$ cat config.mk
export PLATFORM = sky130hd
export DESIGN_NAME = multicycle_mips_core
export DESIGN_NICKNAME = d
export VERILOG_FILES = /design/src/rtl/multicycle_mips_core.sv
export SDC_FILE = /design/constraint.sdc
export NUM_CORES = 2
export LEC_CHECK = 0
export BUFFER_PORTS_ARGS = -buffer_cell sky130_fd_sc_hd__buf_2
export CAP_MARGIN = 15
export CORE_MARGIN = 1.5
export CORE_UTILIZATION = 45
export DETAILED_ROUTE_END_ITERATION = 8
export PLACE_DENSITY_LB_ADDON = 0.2
export SLEW_MARGIN = 20
export SYNTH_ARGS = -nofsm -noshare
export SYNTH_HDL_FRONTEND = slang
export SYNTH_SLANG_ARGS = --single-unit
$ cat constraint.sdc
create_clock -name clk -period 3.2 [get_ports clk]
set_clock_uncertainty 0.2 [all_clocks]
set_input_delay 0.64 -clock clk [delete_from_list [all_inputs] [get_ports clk]]
set_output_delay 0.64 -clock clk [all_outputs]
set_load 0.005 [all_outputs]
$ cat src/rtl/multicycle_mips_core.sv
// Multi-cycle MIPS-I subset core sharing one valid/ready memory port for fetch and data.
// Optional MULTICYCLE_MIPS_PERF_CNT_EN adds cycle_cnt, retire_cnt and stall_cnt outputs.
module multicycle_mips_core #(
  parameter int unsigned           ADDR_WIDTH = 32,
  parameter logic [ADDR_WIDTH-1:0] RESET_PC   = '0,
  parameter int unsigned           DATA_WIDTH = 32
) (
  input  logic                  clk,
  input  logic                  nrst,
  output logic                  mem_req,
  output logic                  mem_we,
  output logic [ADDR_WIDTH-1:0] mem_addr,
  output logic [31:0]           mem_wdata,
  input  logic [31:0]           mem_rdata,
  input  logic                  mem_ready,
  output logic [ADDR_WIDTH-1:0] pc,
  output logic                  retire,
  output logic                  illegal_inst
`ifdef MULTICYCLE_MIPS_PERF_CNT_EN
  ,
  output logic [31:0]           cycle_cnt,
  output logic [31:0]           retire_cnt,
  output logic [31:0]           stall_cnt
`endif
);

  if (DATA_WIDTH != 32) begin : g_bad_data_width
    $error("multicycle_mips_core supports DATA_WIDTH=32 only");
  end

  // ALUOut also carries branch targets, so it must be at least as wide as the PC.
  localparam int unsigned XW = (ADDR_WIDTH > 32) ? ADDR_WIDTH : 32;

  localparam logic [5:0] OP_RTYPE = 6'h00, OP_J = 6'h02, OP_JAL = 6'h03, OP_BEQ = 6'h04,
                         OP_BNE = 6'h05, OP_ADDI = 6'h08, OP_LW = 6'h23, OP_SW = 6'h2B;
  localparam logic [5:0] FN_SLL = 6'h00, FN_SRL = 6'h02, FN_JR = 6'h08, FN_ADD = 6'h20,
                         FN_SUB = 6'h22, FN_AND = 6'h24, FN_OR = 6'h25, FN_SLT = 6'h2A;

  typedef enum logic [2:0] {FETCH, DECODE, EXEC, MEM, WB} state_t;

  state_t                r_state, w_nextState;
  logic [ADDR_WIDTH-1:0] r_pc;
  logic [31:0]           r_ir, r_a, r_b, r_mdr;
  logic [XW-1:0]         r_aluOut;
  logic [31:0]           r_gpr [32];
  logic                  r_illegal;

  logic [5:0]            w_op, w_funct;
  logic [4:0]            w_rs, w_rt, w_rd, w_shamt, w_wbDest;
  logic [15:0]           w_imm;
  logic [31:0]           w_sextImm, w_rsVal, w_rtVal, w_aluResult;
  logic                  w_isRtype, w_isRAlu, w_isJr, w_isJ, w_isJal, w_isAddi;
  logic                  w_isLw, w_isSw, w_isBeq, w_isBne, w_legal, w_isJump, w_taken;
  logic [ADDR_WIDTH-1:0] w_jumpTarget;

  assign w_op      = r_ir[31:26];
  assign w_rs      = r_ir[25:21];
  assign w_rt      = r_ir[20:16];
  assign w_rd      = r_ir[15:11];
  assign w_shamt   = r_ir[10:6];
  assign w_funct   = r_ir[5:0];
  assign w_imm     = r_ir[15:0];
  assign w_sextImm = {{16{w_imm[15]}}, w_imm};

  assign w_isRtype = (w_op == OP_RTYPE);
  assign w_isRAlu  = w_isRtype && (w_funct == FN_ADD || w_funct == FN_SUB || w_funct == FN_AND ||
                                   w_funct == FN_OR  || w_funct == FN_SLT || w_funct == FN_SLL ||
                                   w_funct == FN_SRL);
  assign w_isJr    = w_isRtype && (w_funct == FN_JR);
  assign w_isJ     = (w_op == OP_J);
  assign w_isJal   = (w_op == OP_JAL);
  assign w_isAddi  = (w_op == OP_ADDI);
  assign w_isLw    = (w_op == OP_LW);
  assign w_isSw    = (w_op == OP_SW);
  assign w_isBeq   = (w_op == OP_BEQ);
  assign w_isBne   = (w_op == OP_BNE);
  assign w_legal   = w_isRAlu | w_isJr | w_isJ | w_isJal | w_isAddi | w_isLw | w_isSw |
                     w_isBeq | w_isBne;
  assign w_isJump  = w_isJ | w_isJal | w_isJr;
  assign w_taken   = (w_isBeq && (r_a == r_b)) || (w_isBne && (r_a != r_b));
  assign w_wbDest  = w_isRtype ? w_rd : w_rt;

  assign w_rsVal = (w_rs == 5'd0) ? 32'd0 : r_gpr[w_rs];
  assign w_rtVal = (w_rt == 5'd0) ? 32'd0 : r_gpr[w_rt];

  // r_pc already holds PC+4 in DECODE, which is where the region bits come from.
  assign w_jumpTarget = (r_pc & ~ADDR_WIDTH'(32'h0FFF_FFFF)) | ADDR_WIDTH'({r_ir[25:0], 2'b00});

  always_comb begin
    w_aluResult = r_a + r_b;
    if (w_isAddi) begin
      w_aluResult = r_a + w_sextImm;
    end else begin
      unique case (w_funct)
        FN_SUB:  w_aluResult = r_a - r_b;
        FN_AND:  w_aluResult = r_a & r_b;
        FN_OR:   w_aluResult = r_a | r_b;
        FN_SLT:  w_aluResult = {31'd0, ($signed(r_a) < $signed(r_b))};
        FN_SLL:  w_aluResult = r_b << w_shamt;
        FN_SRL:  w_aluResult = r_b >> w_shamt;
        default: w_aluResult = r_a + r_b;
      endcase
    end
  end

  always_ff @(posedge clk or negedge nrst) begin
    if (!nrst) r_state <= FETCH;
    else       r_state <= w_nextState;
  end

  always_comb begin
    w_nextState = r_state;
    unique case (r_state)
      FETCH:   if (mem_ready) w_nextState = DECODE;
      DECODE:  w_nextState = (!w_legal || w_isJump) ? FETCH : EXEC;
      EXEC: begin
        if (w_isLw || w_isSw)        w_nextState = MEM;
        else if (w_isBeq || w_isBne) w_nextState = FETCH;
        else                         w_nextState = WB;
      end
      MEM:     if (mem_ready) w_nextState = w_isLw ? WB : FETCH;
      WB:      w_nextState = FETCH;
      default: w_nextState = FETCH;
    endcase
  end

  always_comb begin
    mem_req   = (r_state == FETCH) || (r_state == MEM);
    mem_we    = (r_state == MEM) && w_isSw;
    mem_addr  = {r_pc[ADDR_WIDTH-1:2], 2'b00};
    mem_wdata = r_b;
    retire    = 1'b0;
    unique case (r_state)
      DECODE:  retire = !w_legal || w_isJump;
      EXEC:    retire = w_isBeq || w_isBne;
      MEM: begin
        mem_addr = {r_aluOut[ADDR_WIDTH-1:2], 2'b00};
        retire   = w_isSw && mem_ready;
      end
      WB:      retire = 1'b1;
      default: retire = 1'b0;
    endcase
  end

  // Datapath registers; reset drops whatever instruction was in flight.
  always_ff @(posedge clk or negedge nrst) begin
    if (!nrst) begin
      r_pc      <= RESET_PC;
      r_ir      <= '0;
      r_a       <= '0;
      r_b       <= '0;
      r_aluOut  <= '0;
      r_mdr     <= '0;
      r_illegal <= 1'b0;
      for (int i = 0; i < 32; i++) r_gpr[i] <= '0;
    end else begin
      unique case (r_state)
        FETCH: begin
          if (mem_ready) begin
            r_ir <= mem_rdata;
            r_pc <= r_pc + ADDR_WIDTH'(4);
          end
        end
        DECODE: begin
          r_a      <= w_rsVal;
          r_b      <= w_rtVal;
          r_aluOut <= XW'(r_pc) + XW'($signed({w_imm, 2'b00}));
          if (!w_legal) begin
            r_illegal <= 1'b1;
          end else if (w_isJ) begin
            r_pc <= w_jumpTarget;
          end else if (w_isJal) begin
            r_gpr[31] <= 32'(r_pc);
            r_pc      <= w_jumpTarget;
          end else if (w_isJr) begin
            r_pc <= ADDR_WIDTH'(w_rsVal);
          end
        end
        EXEC: begin
          if (w_isLw || w_isSw) begin
            r_aluOut <= XW'(r_a + w_sextImm);
          end else if (w_isBeq || w_isBne) begin
            if (w_taken) r_pc <= r_aluOut[ADDR_WIDTH-1:0];
          end else begin
            r_aluOut <= XW'(w_aluResult);
          end
        end
        MEM: begin
          if (mem_ready && w_isLw) r_mdr <= mem_rdata;
        end
        WB: begin
          if (w_wbDest != 5'd0) r_gpr[w_wbDest] <= w_isLw ? r_mdr : r_aluOut[31:0];
        end
        default: ;
      endcase
    end
  end

  assign pc           = r_pc;
  assign illegal_inst = r_illegal;

`ifdef MULTICYCLE_MIPS_PERF_CNT_EN
  always_ff @(posedge clk or negedge nrst) begin
    if (!nrst) begin
      cycle_cnt  <= '0;
      retire_cnt <= '0;
      stall_cnt  <= '0;
    end else begin
      cycle_cnt <= cycle_cnt + 32'd1;
      if (retire)                 retire_cnt <= retire_cnt + 32'd1;
      if (mem_req && !mem_ready)  stall_cnt  <= stall_cnt + 32'd1;
    end
  end
`endif

endmodule

======== Word-level counts from Yosys, hierarchy flattened ========
Index checks and enable logic that the tools add are counted.
storage, ports and cells
  input port bits ......................... 35
  register bits after elaboration ......... 1220
  memories ................................ 0
  bits in read-only memories .............. 0
  bits in latches ......................... 0
  logic and storage cells ................. 178
  bits in writable memories ............... 0
  output and inout bits ................... 100
operators by class
  $lt $le $gt $ge ......................... 5
  $mul .................................... 0
  div/mod/pow operators ................... 0
  equal/unequal tests ..................... 31
  bitwise logic cells ..................... 17
  add/subtract/negate cells ............... 5
  shift-type cells ........................ 2
  mux-type cells .......................... 41
  reduce and logical (&&, ||, !) cells .... 37
operator list
  kind                                                                    number
  1024-bit bitwise mux                                                    1
  32-bit 2-to-1 mux                                                       24
  32-bit binary-select mux with 5-bit select                              2
  32-bit case mux with 6 select lines                                     1
  32-bit demux with 5-bit select                                          1
  32-bit case mux with 2 select lines                                     2
  32-bit adder                                                            3
  32-bit case mux with 3 select lines                                     1
  6-bit equality test (second input constant)                             7
  32-bit by 3-bit adder with 32-bit output (second input constant)        1
  32-bit bitwise AND                                                      1
  32-bit equality test                                                    1
  32-bit less-than comparator                                             1
  32-bit != test                                                          1
  32-bit by 28-bit OR with 32-bit output                                  1
  32-bit OR                                                               1
  32-bit by 5-bit << shifter with 32-bit output                           1
  32-bit by 5-bit >> shifter with 32-bit output                           1
  32-bit subtractor                                                       1
  6-bit by 2-bit equality test with 1-bit output (second input constant)  3
  6-bit >= comparator (second input constant)                             3
  2-bit != test (second input constant)                                   9
  5-bit inverter with 6-bit output                                        3
  3-bit 2-to-1 mux                                                        5
  other kinds (26)                                                        63

======== Logic depth before layout (Yosys ltp) ========
  depth in word-level cells ............... 20
  gate-level depth with buffers ........... 13
  gate-level depth less buffers ........... 13

======== Worst setup path before layout ========
OpenSTA, ideal clock, no wires.
  path type ............................... reg2reg
  start ................................... register r_b[0] (netlist: mem_wdata[0])
  end ..................................... register r_aluOut[28]
  setup slack ............................. -0.186 ns
  period minus slack after synthesis ...... 3.386 ns
  required time ........................... 2.873 ns
  buffers on the path ..................... 0
  data arrival time ....................... 3.059 ns
  cell stages (with the launch flop) ...... 13
  library setup time ...................... 0.127 ns
  cell sequence ........................... dfrtp_1 -> ha_1 -> fa_1 -> o21ba_1 -> or4_4 -> a21oi_2 -> o211ai_2 -> a311oi_2 -> o21ai_2 -> and2_4 -> a221o_1 -> a21oi_1 -> o21ai_1
between the ends
  word-level cells in the longest chain between the ends .. 6
  elaborated cells between the ends (all ways) .. 9
  classes of those cells .................. add/sub: 2; shift: 2; mux: 5
RTL lines
  item                                   line  text
  start: declaration                     43    logic [31:0] r_ir, r_a, r_b, r_mdr;
  start signal: assignment               166   r_b <= w_rtVal;
  32-bit adder (tied with other cells)   101   default: w_aluResult = r_a + r_b;
  32-bit case mux with 6 select lines *  94    unique case (w_funct)
  32-bit 2-to-1 mux *                    91    if (w_isAddi) begin
  32-bit 2-to-1 mux *                    182   end else if (w_isBeq || w_isBne) begin
  32-bit 2-to-1 mux *                    180   if (w_isLw || w_isSw) begin
  32-bit case mux with 2 select lines *  157   unique case (r_state)
  end signal: assignment                 167   r_aluOut <= XW'(r_pc) + XW'($signed({w_imm, 2'b00}));
  end signal: assignment                 181   r_aluOut <= XW'(r_a + w_sextImm);
  end signal: assignment                 185   r_aluOut <= XW'(w_aluResult);
  end: declaration                       44    logic [XW-1:0] r_aluOut;
Mark *: on every way between the ends. The rest lies on a longest branch, timed or not. The select of a mux whose other input is x is not followed.
A chain may end at the register's enable or synchronous reset.

======== Worst setup path in the final report ========
  start ................................... register r_ir[5]
  end ..................................... output port retire
between the ends
  word-level cells in the longest chain between the ends .. 19
  elaborated cells between the ends (all ways) .. 28
  classes of those cells .................. eq/ne: 7; mux: 1; bitwise: 9; reduce/logical: 11
RTL lines
  item                                  line  text
  start: declaration                    43
  start signal: assignment              160   r_ir <= mem_rdata;
  6-bit equality test                   66    assign w_isRAlu = w_isRtype && (w_funct == FN_ADD || w_funct == FN_SUB || w_funct == FN_AND ||
  1-bit logical OR (3 in a row)         66
  1-bit logical OR (3 in a row)         67    w_funct == FN_OR || w_funct == FN_SLT || w_funct == FN_SLL ||
  1-bit logical AND                     66
  1-bit OR (7 in a row)                 77    assign w_legal = w_isRAlu | w_isJr | w_isJ | w_isJal | w_isAddi | w_isLw | w_isSw |
  1-bit OR                              78    w_isBeq | w_isBne;
  1-bit logical NOT                     -
  1-bit logical OR *                    134   DECODE: retire = !w_legal || w_isJump;
  1-bit case mux with 4 select lines *  133   unique case (r_state)
  end: declaration                      17    output logic retire,
Mark *: on every way between the ends. The rest lies on a longest branch, timed or not.

==> metrics.cfg <==
[grt]
grt_max_degree=104
grt_usage_pct=38.5
antenna_found_initial=23
overflow=0
grt_pass1_wl_mm=455
grt_pass1_vias=63300

[finish]
n_fill_cell=13600
drive_above_1_share_pct=35.9
areaGrowthSynthToFinish_pct=28.1
instances_no_fill=10100
final_nets=7994

[min_path]
hold_start=mem_rdata[6]
hp-class=input pin to flop

[sta]
worst_slew_pin_slew_ps=868
whs_ps=50.2
hold_viol=0
slew_viol_final=0
setup_violations=58
rsz0062_at_grt=true
slew_headroom_pct=41.9
period_needed_ps=3690
fin_ws_ps=-486
fin_crit_sh_pct=115
max_freq_mhz=271

[floorplanning]
die-width_um=406
dieArea_mm2=0.165
die_h_um=406
start_util_pct=45.4
core_area_mm2=0.161
rows=147
io_pins=135

[yosys]
yosys_warnings=0
synth_ff_type=dfrtp_1
syn_inst=6919
syn_area_mm2=0.0731
synth_top_area_share_pct=41.8
synth-edff-count=0
synthArstFlopShare_pct=100
synth_area_leaders=dfrtp_1, mux4_2, a21oi_1
synth_cell_types=108
yosysSeqAreaShare_pct=41.8
ys_ff_latch=1220
synth_area_per_cell_um2=10.6
synth_area_leader_cell=dfrtp_1

[power]
power_leakage_nw=41.0
max-vdd-ir-drop_v=0.000614
power_density_mw_per_mm2=988

[worst_setup_path]
critPathTopFamily=compound AO/OA/AOI/OAI gates
r2r_end=r_aluOut[27]$_DFFE_PN0P_
r2r_start=r_ir[6]$_DFFE_PN0P_
path_cells=buf_4 -> nor4_4 -> buf_4 -> nand3_4 -> o21ai_4 -> nor4_4 -> nor2_1 -> o22ai_1 -> a221o_1 -> buf_2
worstRegToRegCells=14
worstPathArrival_ps=2850
worstPathRequired_ps=2360
cpPeakStageDelay_ps=440
critical_path.endpoint=retire
worst-path-buf-inv=3
path_max_fanout=5
startpoint=r_ir[5]$_DFFE_PN0P_
path_class=flop to primary output
cp.depth=10
slowest_stage=dfrtp_2
rrSetupSlack_ps=-300
cp-start-kind=flop
crit_path_end_kind=primary output

[clock_tree]
clock_latency_ps=810
ctsLongestPathBuffers=3
cts_tree=yes
cts_sinks=1220
cts_root_buf=clkbuf_16
cts_buffers=141
clk_pin_slew_ps=60
htree_levels=4

[drt]
ant_nets=0
wl_per_cell_um=31.6
viasPerCell=6.38
first_iter_violations=6888
wirelength_mm=318
drt-pass1-iter-count=9
vias=64300
drc_errors=0

[placement]
hpwl_mm=227
dp_slack_ps=-681
gp_congestion=1.05
place_inst=9657
port_buffers=132

[job]
maxCapViolCount=0

[run_status]
violations=negative setup slack
status=finished with violations

==> timing repair <==
action | CTS | global route
endpoints found under the hold margin | 228 | 0
resized for setup | 421 | 227
setup buffers | 84 | 57
hold buffers | 26 | 0
pin swaps | 183 | 117
gates cloned | 9 | 4
setup endpoints to repair | 956 | 417
==> worst reg2reg max path, delay by kind of cell (launching register included) <==
| family | cells | cell delay, ps |
|---|---|---|
| compound gates | 5 | 1060 |
| buf+inv | 6 | 930 |
| flops | 1 | 520 |
| mux | 1 | 490 |
| simple gates | 2 | 190 |
==> routing by layer <==
layer,part of all wire (%),vias to the layer above,global-route usage (%)
met5,0.037,-,0
met4,6.8,18,22.0
met3,8.9,943,8.46
met2,46,3340,59.6
met1,39,32700,50.1
li1,-,27300,-
==> where the power goes <==
part	switching (W)	internal, W	total, W
clock	0.00717	0.00991	0.0171
combinational	0.0296	0.0237	0.0533
sequential	0.00378	0.0183	0.0221
==> how the worst min path moves through the flow <==
stage                                to  cells after the start
5_1_grt             r_ir[5]$_DFFE_PN0P_                      2
3_5_place_dp    r_gpr[1000]$_DFFE_PN0P_                      0
3_3_place_gp    r_gpr[1000]$_DFFE_PN0P_                      0
2_1_floorplan  illegal_inst$_DFFE_PN0P_                      0
4_1_cts            r_mdr[3]$_DFFE_PN0P_                      2
6_report           r_mdr[6]$_DFFE_PN0P_                      2
==> metrics by stage <==
step / power, W / cell area, um2 / util (%) / TNS, ps
floorplan: 0.0455 / 73100 / - / -0.113
global placement: 0.0681 / 84400 / 52.4 / -122990
detailed placement: 0.0684 / 84400 / 52.4 / -145220
CTS: 0.0895 / 92200 / 57.3 / -6540
global route: 0.0958 / 93600 / 58.2 / -13070
finish: 0.0925 / 93600 / 58.2 / -6720
==> state kept, by name, indices dropped and copies added (netlist names) <==
name and flops:
r_state 3, pc 32, r_a 32, illegal_inst 1, r_aluOut 32, r_mdr 32, mem_wdata 32, r_ir 32
r_gpr 1024
==> cells in the mapped netlist (73+ instances only) <==
library cell and instances:
clkbuf_1 405, nor2_1 699, o21ai_0 651, buf_2 162
o221ai_1 73, inv_1 121, nand2_1 854, mux2i_1 187
a21oi_1 674, dfrtp_1 1220, mux4_2 653, ha_1 157
o22ai_1 85
==> cell families after synthesis <==
kind of cell	synth area share, %
compound gates	15.5
simple gates	10.5
flops	41.8
mux	23.9
buf+inv	4.66
fa+ha+maj	2.80
xor+xnor	0.923
other cells	0.00513
==> area by class of cell <==
| class | count | area (um2) | area share (%) |
|---|---|---|---|
| multi-input combinational | 4927 | 42100 | 44.9 |
| timing repair buffer | 1386 | 12900 | 13.8 |
| sequential | 1220 | 30600 | 32.7 |
| inverter | 122 | 464 | 0.496 |
| clock buffer | 199 | 4040 | 4.31 |
| tap | 2160 | 2700 | 2.89 |
| clock inverter | 59 | 868 | 0.927 |
| antenna | 7 | 17.5 | 0.0187 |
==> placed cells by master (no fill, tap or decap), drive strengths merged, types with 16 or more instances in the layout <==
master / Yosys / final
or3: 17 / 17
o31ai: 18 / 18
buf: 228 / 1356
mux2i: 188 / 188
nor2b: 20 / 20
o221ai: 73 / 73
dlygate4sd3: 0 / 26
a21oi: 676 / 676
inv: 121 / 125
mux4: 653 / 653
and3: 40 / 40
a211oi: 27 / 27
ha: 157 / 157
o21bai: 16 / 16
dfrtp: 1220 / 1220
nand3: 40 / 40
o21ai: 708 / 708
xnor2: 50 / 50
nand2b: 34 / 34
a22oi: 32 / 32
nor3: 43 / 43
xor2: 27 / 27
o21a: 16 / 16
a31oi: 30 / 30
o22ai: 85 / 85
mux2: 79 / 79
nor2: 713 / 713
clkbuf: 423 / 203
nand2: 854 / 854
clkinv: 1 / 38
a221oi: 52 / 52
a21o: 44 / 44
o211ai: 33 / 33
(Power assumes the default switching activity.)
